File: src/rtl/fm_wm_pingpong_buffer.sv
// fm_wm_pingpong_buffer: two-bank FEATURE_ROWS x WEIGHT_COLS result store.
// A producer fills and commits one bank while the other bank streams out row by row.
// Build option: define FM_WM_SAT_EN for signed saturating accumulate (a clamp sets err);
// without it, accumulate wraps and overflow is not flagged.
module fm_wm_pingpong_buffer #(
    parameter int unsigned FEATURE_ROWS   = 6,
    parameter int unsigned WEIGHT_COLS    = 3,
    parameter int unsigned DOT_PROD_WIDTH = 16,
    parameter int unsigned FEATURE_WIDTH  = $clog2(FEATURE_ROWS),
    parameter int unsigned WEIGHT_WIDTH   = $clog2(WEIGHT_COLS)
) (
    input  logic                      clk,
    input  logic                      rst,
    input  logic                      wr_en,
    input  logic [FEATURE_WIDTH-1:0]  wr_row,
    input  logic [WEIGHT_WIDTH-1:0]   wr_col,
    input  logic [DOT_PROD_WIDTH-1:0] wr_data,
    input  logic                      wr_accum,
    input  logic                      wr_commit,
    output logic                      wr_ready,
    output logic                      rd_valid,
    input  logic                      rd_ready,
    output logic [FEATURE_WIDTH-1:0]  rd_row_idx,
    output logic [DOT_PROD_WIDTH-1:0] rd_row_data [0:WEIGHT_COLS-1],
    output logic                      rd_last,
    output logic                      err
);

    localparam logic [FEATURE_WIDTH-1:0] LAST_ROW = FEATURE_WIDTH'(FEATURE_ROWS - 1);
    localparam logic [WEIGHT_WIDTH-1:0]  LAST_COL = WEIGHT_WIDTH'(WEIGHT_COLS - 1);
    localparam logic [FEATURE_WIDTH-1:0] ROW_ONE  = FEATURE_WIDTH'(1);
`ifdef FM_WM_SAT_EN
    localparam logic [DOT_PROD_WIDTH-1:0] SAT_MAX = {1'b0, {(DOT_PROD_WIDTH-1){1'b1}}};
    localparam logic [DOT_PROD_WIDTH-1:0] SAT_MIN = {1'b1, {(DOT_PROD_WIDTH-1){1'b0}}};
`endif

    typedef enum logic {
        IDLE   = 1'b0,
        STREAM = 1'b1
    } rd_state_t;

    logic [DOT_PROD_WIDTH-1:0] mem [0:1][0:FEATURE_ROWS-1][0:WEIGHT_COLS-1];
    logic [1:0]                bank_full;
    logic                      wr_bank;
    logic                      rd_bank;
    rd_state_t                 rd_state;

    logic                      wr_in_range;
    logic                      wr_accept;
    logic                      commit_accept;
    logic                      read_done;
    logic                      wr_err;
    logic                      sat_clamp;
    logic [DOT_PROD_WIDTH-1:0] cur_entry;
    logic [DOT_PROD_WIDTH-1:0] new_entry;
`ifdef FM_WM_SAT_EN
    logic [DOT_PROD_WIDTH:0]   sum_ext;
`endif

    assign wr_ready = ~bank_full[wr_bank];

    // Write-side decode: acceptance, next entry value and protocol errors.
    always_comb begin
        wr_in_range   = (wr_row <= LAST_ROW) && (wr_col <= LAST_COL);
        wr_accept     = wr_en & wr_ready & wr_in_range;
        commit_accept = wr_commit & wr_ready;
        read_done     = rd_valid & rd_ready & rd_last;
        cur_entry     = wr_in_range ? mem[wr_bank][wr_row][wr_col] : '0;
        sat_clamp     = 1'b0;
        new_entry     = wr_data;
        if (wr_accum) begin
`ifdef FM_WM_SAT_EN
            sum_ext = {cur_entry[DOT_PROD_WIDTH-1], cur_entry}
                    + {wr_data[DOT_PROD_WIDTH-1], wr_data};
            if (sum_ext[DOT_PROD_WIDTH] != sum_ext[DOT_PROD_WIDTH-1]) begin
                sat_clamp = 1'b1;
                new_entry = sum_ext[DOT_PROD_WIDTH] ? SAT_MIN : SAT_MAX;
            end else begin
                new_entry = sum_ext[DOT_PROD_WIDTH-1:0];
            end
`else
            new_entry = cur_entry + wr_data;
`endif
        end
`ifdef FM_WM_SAT_EN
        else begin
            sum_ext = '0;
        end
`endif
        wr_err = (wr_en & (~wr_ready | ~wr_in_range))
               | (wr_commit & ~wr_ready)
               | (wr_accept & wr_accum & sat_clamp);
    end

    // Bank storage, bank occupancy, write pointer and sticky error.
    // A write and a read-done clear never hit the same bank: one is EMPTY, the other FULL.
    always_ff @(posedge clk or posedge rst) begin
        if (rst) begin
            for (int b = 0; b < 2; b++) begin
                for (int r = 0; r < FEATURE_ROWS; r++) begin
                    for (int c = 0; c < WEIGHT_COLS; c++) begin
                        mem[1'(b)][FEATURE_WIDTH'(r)][WEIGHT_WIDTH'(c)] <= '0;
                    end
                end
            end
            bank_full <= '0;
            wr_bank   <= 1'b0;
            err       <= 1'b0;
        end else begin
            if (wr_accept) begin
                mem[wr_bank][wr_row][wr_col] <= new_entry;
            end
            if (commit_accept) begin
                bank_full[wr_bank] <= 1'b1;
                wr_bank            <= ~wr_bank;
            end
            if (read_done) begin
                bank_full[rd_bank] <= 1'b0;
                for (int r = 0; r < FEATURE_ROWS; r++) begin
                    for (int c = 0; c < WEIGHT_COLS; c++) begin
                        mem[rd_bank][FEATURE_WIDTH'(r)][WEIGHT_WIDTH'(c)] <= '0;
                    end
                end
            end
            if (wr_err) begin
                err <= 1'b1;
            end
        end
    end

    // Read sequencer: waits for a FULL bank, then presents rows 0..FEATURE_ROWS-1.
    always_ff @(posedge clk or posedge rst) begin
        if (rst) begin
            rd_state   <= IDLE;
            rd_valid   <= 1'b0;
            rd_row_idx <= '0;
            rd_last    <= 1'b0;
            rd_bank    <= 1'b0;
        end else begin
            case (rd_state)
                IDLE: begin
                    if (bank_full[rd_bank]) begin
                        rd_state   <= STREAM;
                        rd_valid   <= 1'b1;
                        rd_row_idx <= '0;
                        rd_last    <= (LAST_ROW == '0);
                    end
                end
                STREAM: begin
                    if (rd_ready) begin
                        if (rd_last) begin
                            rd_state   <= IDLE;
                            rd_valid   <= 1'b0;
                            rd_row_idx <= '0;
                            rd_last    <= 1'b0;
                            rd_bank    <= ~rd_bank;
                        end else begin
                            rd_row_idx <= rd_row_idx + ROW_ONE;
                            rd_last    <= ((rd_row_idx + ROW_ONE) == LAST_ROW);
                        end
                    end
                end
                default: begin
                    rd_state <= IDLE;
                end
            endcase
        end
    end

    // Row data comes straight from the bank flops; zero whenever no row is presented.
    always_comb begin
        for (int c = 0; c < WEIGHT_COLS; c++) begin
            rd_row_data[WEIGHT_WIDTH'(c)] = rd_valid ? mem[rd_bank][rd_row_idx][WEIGHT_WIDTH'(c)] : '0;
        end
    end

endmodule

File: config.mk
export PLATFORM = sky130hd
export DESIGN_NAME = fm_wm_pingpong_buffer
export DESIGN_NICKNAME = d
export VERILOG_FILES = /design/src/rtl/fm_wm_pingpong_buffer.sv
export SDC_FILE = /design/constraint.sdc
export NUM_CORES = 1
export LEC_CHECK = 0
export BUFFER_PORTS_ARGS = -buffer_cell sky130_fd_sc_hd__buf_2
export CAP_MARGIN = 30
export CELL_PAD_IN_SITES_DETAIL_PLACEMENT = 0
export CELL_PAD_IN_SITES_GLOBAL_PLACEMENT = 1
export CORE_MARGIN = 4
export CORE_UTILIZATION = 57
export DETAILED_ROUTE_END_ITERATION = 10
export PLACE_DENSITY_LB_ADDON = 0.2
export SKIP_CTS_REPAIR_TIMING = 1
export SLEW_MARGIN = 30
export SYNTH_ARGS = -nofsm -noshare
export SYNTH_HDL_FRONTEND = slang
export SYNTH_SLANG_ARGS = --single-unit
File: constraint.sdc
create_clock -name clk -period 14.15 [get_ports clk]
set_input_delay 0 -clock clk [delete_from_list [all_inputs] [get_ports clk]]
set_output_delay 0 -clock clk [all_outputs]
set_load 0.005 [all_outputs]
==> results of run 1 <==
-- cells by family (layout without fill, tap and decap cells) --
group | Yosys count | after routing | share of synthesized area
xor+xnor | 11 | 11 | 0.00324
mux | 351 | 351 | 0.215
compound gates | 492 | 492 | 0.107
other cells | 1 | 17 | 0.000126
simple gates | 398 | 398 | 0.0588
flops | 587 | 587 | 0.569
fa+ha+maj | 18 | 18 | 0.00783
buf+inv | 278 | 324 | 0.0382
-- synth_stat cells, types with 4 or more instances --
library cell  number
xnor2_1            8
inv_1             64
ha_1              17
edfxtp_1         448
buf_1             27
nor2_1           239
dfrtp_1          139
nand3b_1           4
nor4_1             8
o211ai_1          15
a21oi_1           96
and3_1             6
nand3_1            6
nand2_1           63
buf_4             17
o21ai_0          104
nand2b_1           9
o21a_1             4
and2_1            36
o22ai_1           59
buf_2             18
clkbuf_1         149
a221oi_1           4
mux4_2           231
a21o_1             8
mux2i_1          118
nand4_1            4
a211oi_1         171
nor3_1             6
nor2b_1            5
-- stage by stage --
step / instances / util
after floorplan: 2151 / -
after global placement: 2753 / 0.598
after detailed placement: 2758 / 0.601
after CTS: 2867 / 0.638
after global routing: 2877 / 0.642
final: 2878 / 0.642
-- power breakdown --
group	switching, W	internal, W	leakage [nW]
Sequential	0.000130	0.00202	6.04
Clock	0.000670	0.000881	0.935
Combinational	0.000932	0.000730	4.75
Total	0.00173	0.00363	11.7
-- layer usage --
metal | vias up | track usage
met1 | 10300 | 0.481
met2 | 1338 | 0.477
met3 | 195 | 0.0810
met4 | 4 | 0.110
met5 | - | 0
li1 | 8410 | -
-- worst max-delay path by stage --
stage / start / to / slack [ns] / cells past startpoint
floorplan: rst / flip-flop / 6.92 / 3
global placement: wr_bank / flip-flop / 7.76 / 15
detailed placement: wr_bank / flip-flop / 7.69 / 15
CTS: wr_bank / flip-flop / 7.68 / 15
global route: wr_bank / flip-flop / 7.32 / 16
finish: wr_bank / flip-flop / 7.64 / 16
-- critical path: stages, from the launching register on --
cell      delay, ns
dfrtp_4        0.82
buf_12         0.54
mux4_2         0.60
mux2i_1        0.12
o21ai_0        0.12
o21ai_0        0.42
o22ai_1        0.16
ha_1           0.24
fa_1           0.44
a21o_1         0.17
a21o_1         0.21
a211oi_1       0.38
o31a_1         0.21
nor4_1         0.06
nor3_2         0.78
buf_4          0.33
inv_1          0.33
-- cell type report --
type,count,area share
Sequential cell,587,0.512
Multi-Input combinational cell,1286,0.361
Clock buffer,73,0.0478
Timing Repair Buffer,149,0.0356
Tap cell,680,0.0257
Clock inverter,36,0.00953
Inverter,66,0.00787
Antenna cell,1,0.0000757
==> out/metrics.yaml, run 1 <==
r2r_setup_slack_ns: 7.64
ys_types: 64
period_minus_slack_ns: 6.51
whs_ns: 0.0563
mostFrequentLayoutCells: "edfxtp_1, mux4_2, nor2_1, a211oi_1, dfrtp_1"
nets: 2195
synth_edf_count: 448
syn_avg_cell_area_um2: 13.9
setup_viol_count_final: 0
cp-end-kind: "flip-flop"
synth-seq-cells: 587
synth_area_leaders: "edfxtp_1, mux4_2, dfrtp_1"
maxSlewViolCount: 0
portBuffers: 65
setup.worst_path.class: "reg2reg"
rsz0062_at_grt: "false"
post-route-drc-count: 0
cp_max_fo: 77
clk_pin_slew_worst_paths_ns: 0.06
grt_use_total: 0.324
h-tree-depth: 2
clk_latency_ns: 0.62
whs_path_depth: 4
fin_crit_sh: 0.460
multi_input_area_um2: 11900
drive_above_1_share: 0.236
fin_ws_ns: 7.64
ys_async_sr_fraction: 0.237
wl_met2_um: 41300
wl_met1_um: 34800
die_y_um: 236
drt-pass1-iter-count: 6
fmax_mhz: 154
final_common_cell: "edfxtp_1"
overflow: 0
register_area_um2: 16900
ff2ff_path_depth: 16
cts.sinks: 587
antenna_left: 0
leakage_nw: 11.7
hpwl_um: 56500
antenna_found_initial: 5
synth_top_cell_area_share: 0.452
synth-main-ff-cell: "edfxtp_1"
die-area_um2: 55900
worst_slew_pin_slew_ns: 0.987
gp_congestion: 0.935
dr_total_vias: 20300
clock-root-buffer: "clkbuf_16"
syn2layout_area_growth_pct: 11.2
ioPinCount: 82
status: "finished clean"
grt_pass1_vias: 19800
arrival_ns: 6.73
drt-vias-per-instance: 7.04
yosysWarnings: 16
power_w: 0.00536
cts_tree: "done"
required_ns: 14.37
die_x_um: 236
wl_met3_um: 11600
setup_tns_ns: 0
initial_core_util: 0.577
grt_max_degree: 136
cts_buffers: 60
power.density_nw_per_um2: 162
finalClockSkew_ns: 0.0186
start_kind: "flip-flop"
top_layer: "met5"
rows: 83
hold_viol: 0
vdd_drop_max_uv: 241
netlist_instances: 2136
syn_area_um2: 29700
wl_per_cell_um: 31.6
maxCapViolCount: 0
core-area_um2: 51500
yosysSeqAreaShare: 0.569
drt_iter0_markers: 2549
place_ws_ns: 7.69
routed_wirelength_um: 91000
fill_cells: 3762
grt_pass1_wl_um: 134000
slew_headroom: 0.342
clk_path_buf_depth: 3
fin_area_um2: 33100
dpl_cell_area_um2: 31000
hp-class: "in2reg"
holdCritStartpoint: "wr_data[12]"
post-synth-top-area-cell: "edfxtp_1"
r2r-start: "wr_bank"
holdPathEnd: "mem[476]"
Power figures use the tool's default switching activity.
==> run 2, diff against run 1 <==
--- a/config.mk
+++ b/config.mk
@@ -10,7 +10,7 @@
 export CELL_PAD_IN_SITES_DETAIL_PLACEMENT = 0
 export CELL_PAD_IN_SITES_GLOBAL_PLACEMENT = 1
 export CORE_MARGIN = 4
-export CORE_UTILIZATION = 57
+export CORE_UTILIZATION = 53
 export DETAILED_ROUTE_END_ITERATION = 10
 export PLACE_DENSITY_LB_ADDON = 0.2
 export SKIP_CTS_REPAIR_TIMING = 1
==> constraint.sdc (replaced) <==
create_clock -name clk -period 6.47 [get_ports clk]
set_input_delay 0 -clock clk [delete_from_list [all_inputs] [get_ports clk]]
set_output_delay 0 -clock clk [all_outputs]
set_load 0.005 [all_outputs]
==> out/metrics.yaml, run 2 (synthesized netlist as in run 1, its figures left out) <==
leakage_nw: 11.9  # +1.1%
rows: 86  # +3.6%
worst_slew_pin_slew_ns: 0.994  # +0.00677 ns
cts.sinks: 587  # unchanged
final_common_cell: "edfxtp_1"
routed_wirelength_um: 92100  # +1.2%
gp_congestion: 0.925  # -1.1%
max_stage_delay_ns: 0.94  # +0.12 ns
crit_buf_inv: 2  # -1
start_kind: "flip-flop"
multi_input_area_um2: 11900  # -0.43%
core-area_um2: 55300  # +7.4%
h-tree-depth: 3  # +1
finalClockSkew_ns: 0.0241  # +0.00554 ns
wl_per_cell_um: 31.0  # -1.8%
mostFrequentLayoutCells: "edfxtp_1, mux4_2, nor2_1, a211oi_1, dfrtp_1"
die_x_um: 245  # +3.6%
drt-vias-per-instance: 6.75  # -4.2%
clk_path_buf_depth: 3  # unchanged
whs_ns: 0.0279  # -0.0284 ns
cp-startpoint: "wr_bank"
setup_viol_count_final: 0  # unchanged
clk_pin_slew_worst_paths_ns: 0.06  # about the same
r2r_setup_slack_ns: 0.59  # -7.05 ns
fill_cells: 4306  # +14%
portBuffers: 65  # unchanged
hold_viol: 0  # unchanged
drive_above_1_share: 0.239  # +0.00329
maxSlewViolCount: 0  # unchanged
nets: 2209  # +0.64%
overflow: 0  # unchanged
clock-root-buffer: "clkbuf_16"
cts_tree: "done"
required_ns: 6.71  # -7.66 ns
dr_total_vias: 20000  # -1.3%
ioPinCount: 82  # unchanged
grt_pass1_wl_um: 135000  # +0.41%
drt-pass1-iter-count: 5  # -1
diodes: 0  # -1
grt_pass1_vias: 19800  # +0.26%
fin_ws_ns: 0.592  # -7.05 ns
power.density_nw_per_um2: 364  # +120%
place_ws_ns: 0.660  # -7.03 ns
slew_headroom: 0.337  # -0.00522
rsz0062_at_grt: "false"
status: "finished clean"
fin_crit_sh: 0.909  # +0.448
maxCapViolCount: 0  # unchanged
post-route-drc-count: 0  # unchanged
r2r-start: "wr_bank"
hpwl_um: 58100  # +2.9%
hp-class: "in2reg"
setup.worst_path.class: "reg2reg"
vdd_drop_max_uv: 458  # +90%
ff2ff_path_depth: 14  # -2
antenna_left: 0  # unchanged
fmax_mhz: 170  # +11%
syn2layout_area_growth_pct: 12.2
antenna_found_initial: 1  # -4
drt_iter0_markers: 2201  # -14%
cp_max_fo: 33  # -57%
arrival_ns: 6.12  # -0.61 ns
grt_max_degree: 185  # +36%
setup_tns_ns: 0  # unchanged
die-area_um2: 60000  # +7.3%
cp-end-kind: "flip-flop"
crit_cells: 14  # -2
initial_core_util: 0.538  # -0.0397
crit_chain: "buf_4, mux4_2, mux2i_1, o211ai_1, o21ai_0, o22ai_1, ha_1, and3_1, a221oi_1, o31a_1, o21a_1, a311oi_1, a211oi_4, inv_1"
cts_buffers: 66  # +10%
die_y_um: 245  # +3.6%
slowest_stage: "dfrtp_4"
register_area_um2: 16900  # about the same
clk_latency_ns: 0.61  # about the same
path_delay_family: "compound AO/OA/AOI/OAI gates"
period_minus_slack_ns: 5.88  # -0.632 ns
grt_use_total: 0.308  # -0.0161
run 2: cell count changes in the layout (fill, tap and decap cells not counted), sizes merged:
cell,previous run,this run
clkbuf,73,92
clkinv,31,19
buf,144,152
inv,64,67
bufinv,5,6
clkinvlp,2,3
diode,1,0
run 2: worst min path at each step:
stage / startpoint / to / slack (ns) / depth (start not counted)
5_1_grt: wr_data[10] / mem[522] / 0.03 / 4
6_report: wr_data[10] / mem[522] / 0.03 / 4
2_1_floorplan: wr_commit / wr_bank / 0.11 / 1
4_1_cts: rst / mem[463] / -0.53 / 2
3_3_place_gp: rst / rd_bank / 0.1 / 2
3_5_place_dp: rst / rd_bank / 0.11 / 2
run 2: area by class of cell:
class,count,area share
Sequential cell,587,0.508
Multi-Input combinational cell,1286,0.356
Clock buffer,92,0.0539
Timing Repair Buffer,157,0.0364
Tap cell,748,0.0280
Clock inverter,29,0.0102
Inverter,66,0.00753
run 2: worst min-delay path, cell delays in order:
cell and delay [ns]:
buf_2 0.14, mux2i_2 0.09, buf_4 0.21, a21oi_1 0.15
run 2: routing by layer:
layer  vias to the layer above  track usage  routed length, µm  part of all wire
met1                     10300        0.440              36500              0.40
met3                       180       0.0539               8850             0.096
met5                         -            0                 16           0.00017
met4                         2        0.119               3690             0.040
li1                       8429            -                  -                 -
met2                      1128        0.480              43000              0.47
run 2: metrics by stage:
| stage | cells | total power [W] | util | cell area, µm² |
|---|---|---|---|---|
| finish | 2965 | 0.0121 | 0.604 | 33400 |
| global route | 2965 | 0.0126 | 0.604 | 33400 |
| CTS | 2956 | 0.0122 | 0.601 | 33200 |
| detailed placement | 2835 | 0.00845 | 0.562 | 31100 |
| global placement | 2834 | 0.00840 | 0.561 | 31000 |
| floorplan | 2151 | 0.00716 | - | 29800 |
run 2: report_power, final:
part	total, W	leakage, nW	internal [W]	switching, W
Clock	0.00374	1.04	0.00220	0.00154
Sequential	0.00477	6.04	0.00441	0.000359
Combinational	0.00364	4.78	0.00161	0.00203
==> run 3, diff against run 2 <==
--- a/config.mk
+++ b/config.mk
@@ -10,7 +10,7 @@
 export CELL_PAD_IN_SITES_DETAIL_PLACEMENT = 0
 export CELL_PAD_IN_SITES_GLOBAL_PLACEMENT = 1
 export CORE_MARGIN = 4
-export CORE_UTILIZATION = 53
+export CORE_UTILIZATION = 57
 export DETAILED_ROUTE_END_ITERATION = 10
 export PLACE_DENSITY_LB_ADDON = 0.2
 export SKIP_CTS_REPAIR_TIMING = 1
==> constraint.sdc (replaced) <==
create_clock -name clk -period 6.9 [get_ports clk]
set_input_delay 0 -clock clk [delete_from_list [all_inputs] [get_ports clk]]
set_output_delay 0 -clock clk [all_outputs]
set_load 0.005 [all_outputs]
==> out/metrics.yaml, run 3 (synthesized netlist as in run 1, its figures left out) <==
post-route-drc-count: 0  # unchanged
crit_chain: "buf_12, buf_12, mux4_2, mux2i_1, o21ai_0, o21ai_0, o22ai_1, ha_1, and3_1, o21ai_0, o2111ai_1, a31oi_1, mux2i_1, and2_1, inv_1"
hold_viol: 0  # unchanged
crit_top_cell: "o21ai_0"
clk_latency_ns: 0.63  # +0.02 ns
leakage_nw: 11.7  # -1.2%
routed_wirelength_um: 90000  # -2.2%
initial_core_util: 0.577  # +0.0397
met2_usage: 0.477  # -0.00245
power.density_nw_per_um2: 339  # -7.0%
stdcell_count: 2886  # -2.7%
whs_ns: 0.00863  # -0.0193 ns
wl_per_cell_um: 31.2  # +0.49%
antenna_found_initial: 8  # +7
h-tree-depth: 2  # -1
grt_pass1_vias: 19300  # -2.7%
rows: 83  # -3.5%
hpwl_um: 56600  # -2.6%
cts_tree: "done"
grt_pass1_wl_um: 132000  # -2.2%
fmax_mhz: 163  # -4.3%
ioPinCount: 82  # unchanged
use_met3: 0.0739  # +0.0200
maxSlewViolCount: 0  # unchanged
finalClockSkew_ns: 0.0201  # -0.00407 ns
max_stage_delay_ns: 0.79  # -0.15 ns
busiest_layer: "met2"
final_common_cell: "edfxtp_1"
grt_use_total: 0.320  # +0.0123
cts.sinks: 587  # unchanged
nets: 2198  # -0.50%
start_kind: "flip-flop"
slowest_stage: "and2_1"
grt_max_degree: 116  # -37%
arrival_ns: 6.36  # +0.24 ns
portBuffers: 65  # unchanged
hp-class: "in2reg"
drt-vias-per-instance: 6.94  # +2.9%
die_y_um: 236  # -3.5%
antenna_left: 0  # unchanged
power_w: 0.0112  # -7.8%
gr-usage-met1: 0.465  # +0.0243
dr_total_vias: 20000  # +0.15%
fin_crit_sh: 0.891  # -0.0180
setup.worst_path.class: "reg2reg"
die_x_um: 236  # -3.5%
cp_max_fo: 31  # -6.1%
clk_pin_slew_worst_paths_ns: 0.06  # about the same
gp_congestion: 0.918  # -0.70%
period_minus_slack_ns: 6.14  # +0.267 ns
clk_path_buf_depth: 3  # unchanged
cts_buffers: 61  # -7.6%
setup_tns_ns: 0  # unchanged
fin_ws_ns: 0.755  # +0.163 ns
place_ws_ns: 0.935  # +0.275 ns
maxCapViolCount: 0  # unchanged
path_delay_family: "compound AO/OA/AOI/OAI gates"
drive_above_1_share: 0.237  # -0.00177
required_ns: 7.11  # +0.40 ns
drt-pass1-iter-count: 6  # +1
place_inst: 2762  # -2.6%
die-area_um2: 55900  # -6.8%
mostFrequentLayoutCells: "edfxtp_1, mux4_2, nor2_1, a211oi_1, dfrtp_1"
status: "finished clean"
crit_buf_inv: 3  # +1
vdd_drop_max_uv: 657  # +43%
overflow: 0  # unchanged
cp-end-kind: "flip-flop"
rsz0062_at_grt: "false"
drt_iter0_markers: 2702  # +23%
syn2layout_area_growth_pct: 11.2
clock-root-buffer: "clkbuf_16"
core-area_um2: 51500  # -6.9%
setup_viol_count_final: 0  # unchanged
worst_slew_pin_slew_ns: 1.02  # +0.0231 ns
slew_headroom: 0.321  # -0.0163
run 3: per-layer routing:
metal / vias up / routed length, µm
met5: - / 136
met3: 190 / 9980
met1: 10200 / 34900
met4: 2 / 4200
li1: 8393 / -
met2: 1210 / 40800
run 3: final timing paths:
| check | cells after the start | from | slack [ns] | end |
|---|---|---|---|---|
| setup reg to reg | 15 | wr_bank | 0.76 | flip-flop |
| hold reg to reg | 1 | err | 0.49 | err |
| hold / removal | 4 | wr_data[10] | 0.009 | mem[426] |
| max in group asynchronous | 5 | rst | 5.51 | mem[517] |
| setup / recovery | 15 | wr_bank | 0.76 | flip-flop |
| min in group asynchronous | 4 | rst | 0.17 | mem[511] |
run 3: per-stage QoR:
step / cell area [µm²] / utilization
2_1_floorplan: 29800 / -
3_3_place_gp: 30900 / 0.600
3_5_place_dp: 31000 / 0.601
4_1_cts: 33000 / 0.640
5_1_grt: 33100 / 0.642
6_report: 33100 / 0.642
run 3: worst min-delay path, delay by kind of cell:
| family | cells | cell delay, ns |
|---|---|---|
| buffers and inverters | 2 | 0.34 |
| muxes | 1 | 0.08 |
| AOI/OAI and AO/OA | 1 | 0.15 |
run 3: power breakdown:
group	internal (W)	switching (W)	total [W]	leakage (nW)
clock network	0.00191	0.00141	0.00331	0.972
registers	0.00413	0.000309	0.00444	6.04
logic	0.00152	0.00192	0.00344	4.71
total	0.00756	0.00364	0.0112	11.7
run 3: final cells by class:
| type | count | area, µm² |
|---|---|---|
| Clock inverter | 36 | 320 |
| Inverter | 66 | 251 |
| Clock buffer | 78 | 1680 |
| Tap cell | 680 | 851 |
| Timing Repair Buffer | 151 | 1110 |
| Antenna cell | 2 | 5.00 |
| Multi-Input combinational cell | 1286 | 11900 |
| Fill cell | 3795 | 18400 |
| Sequential cell | 587 | 16900 |
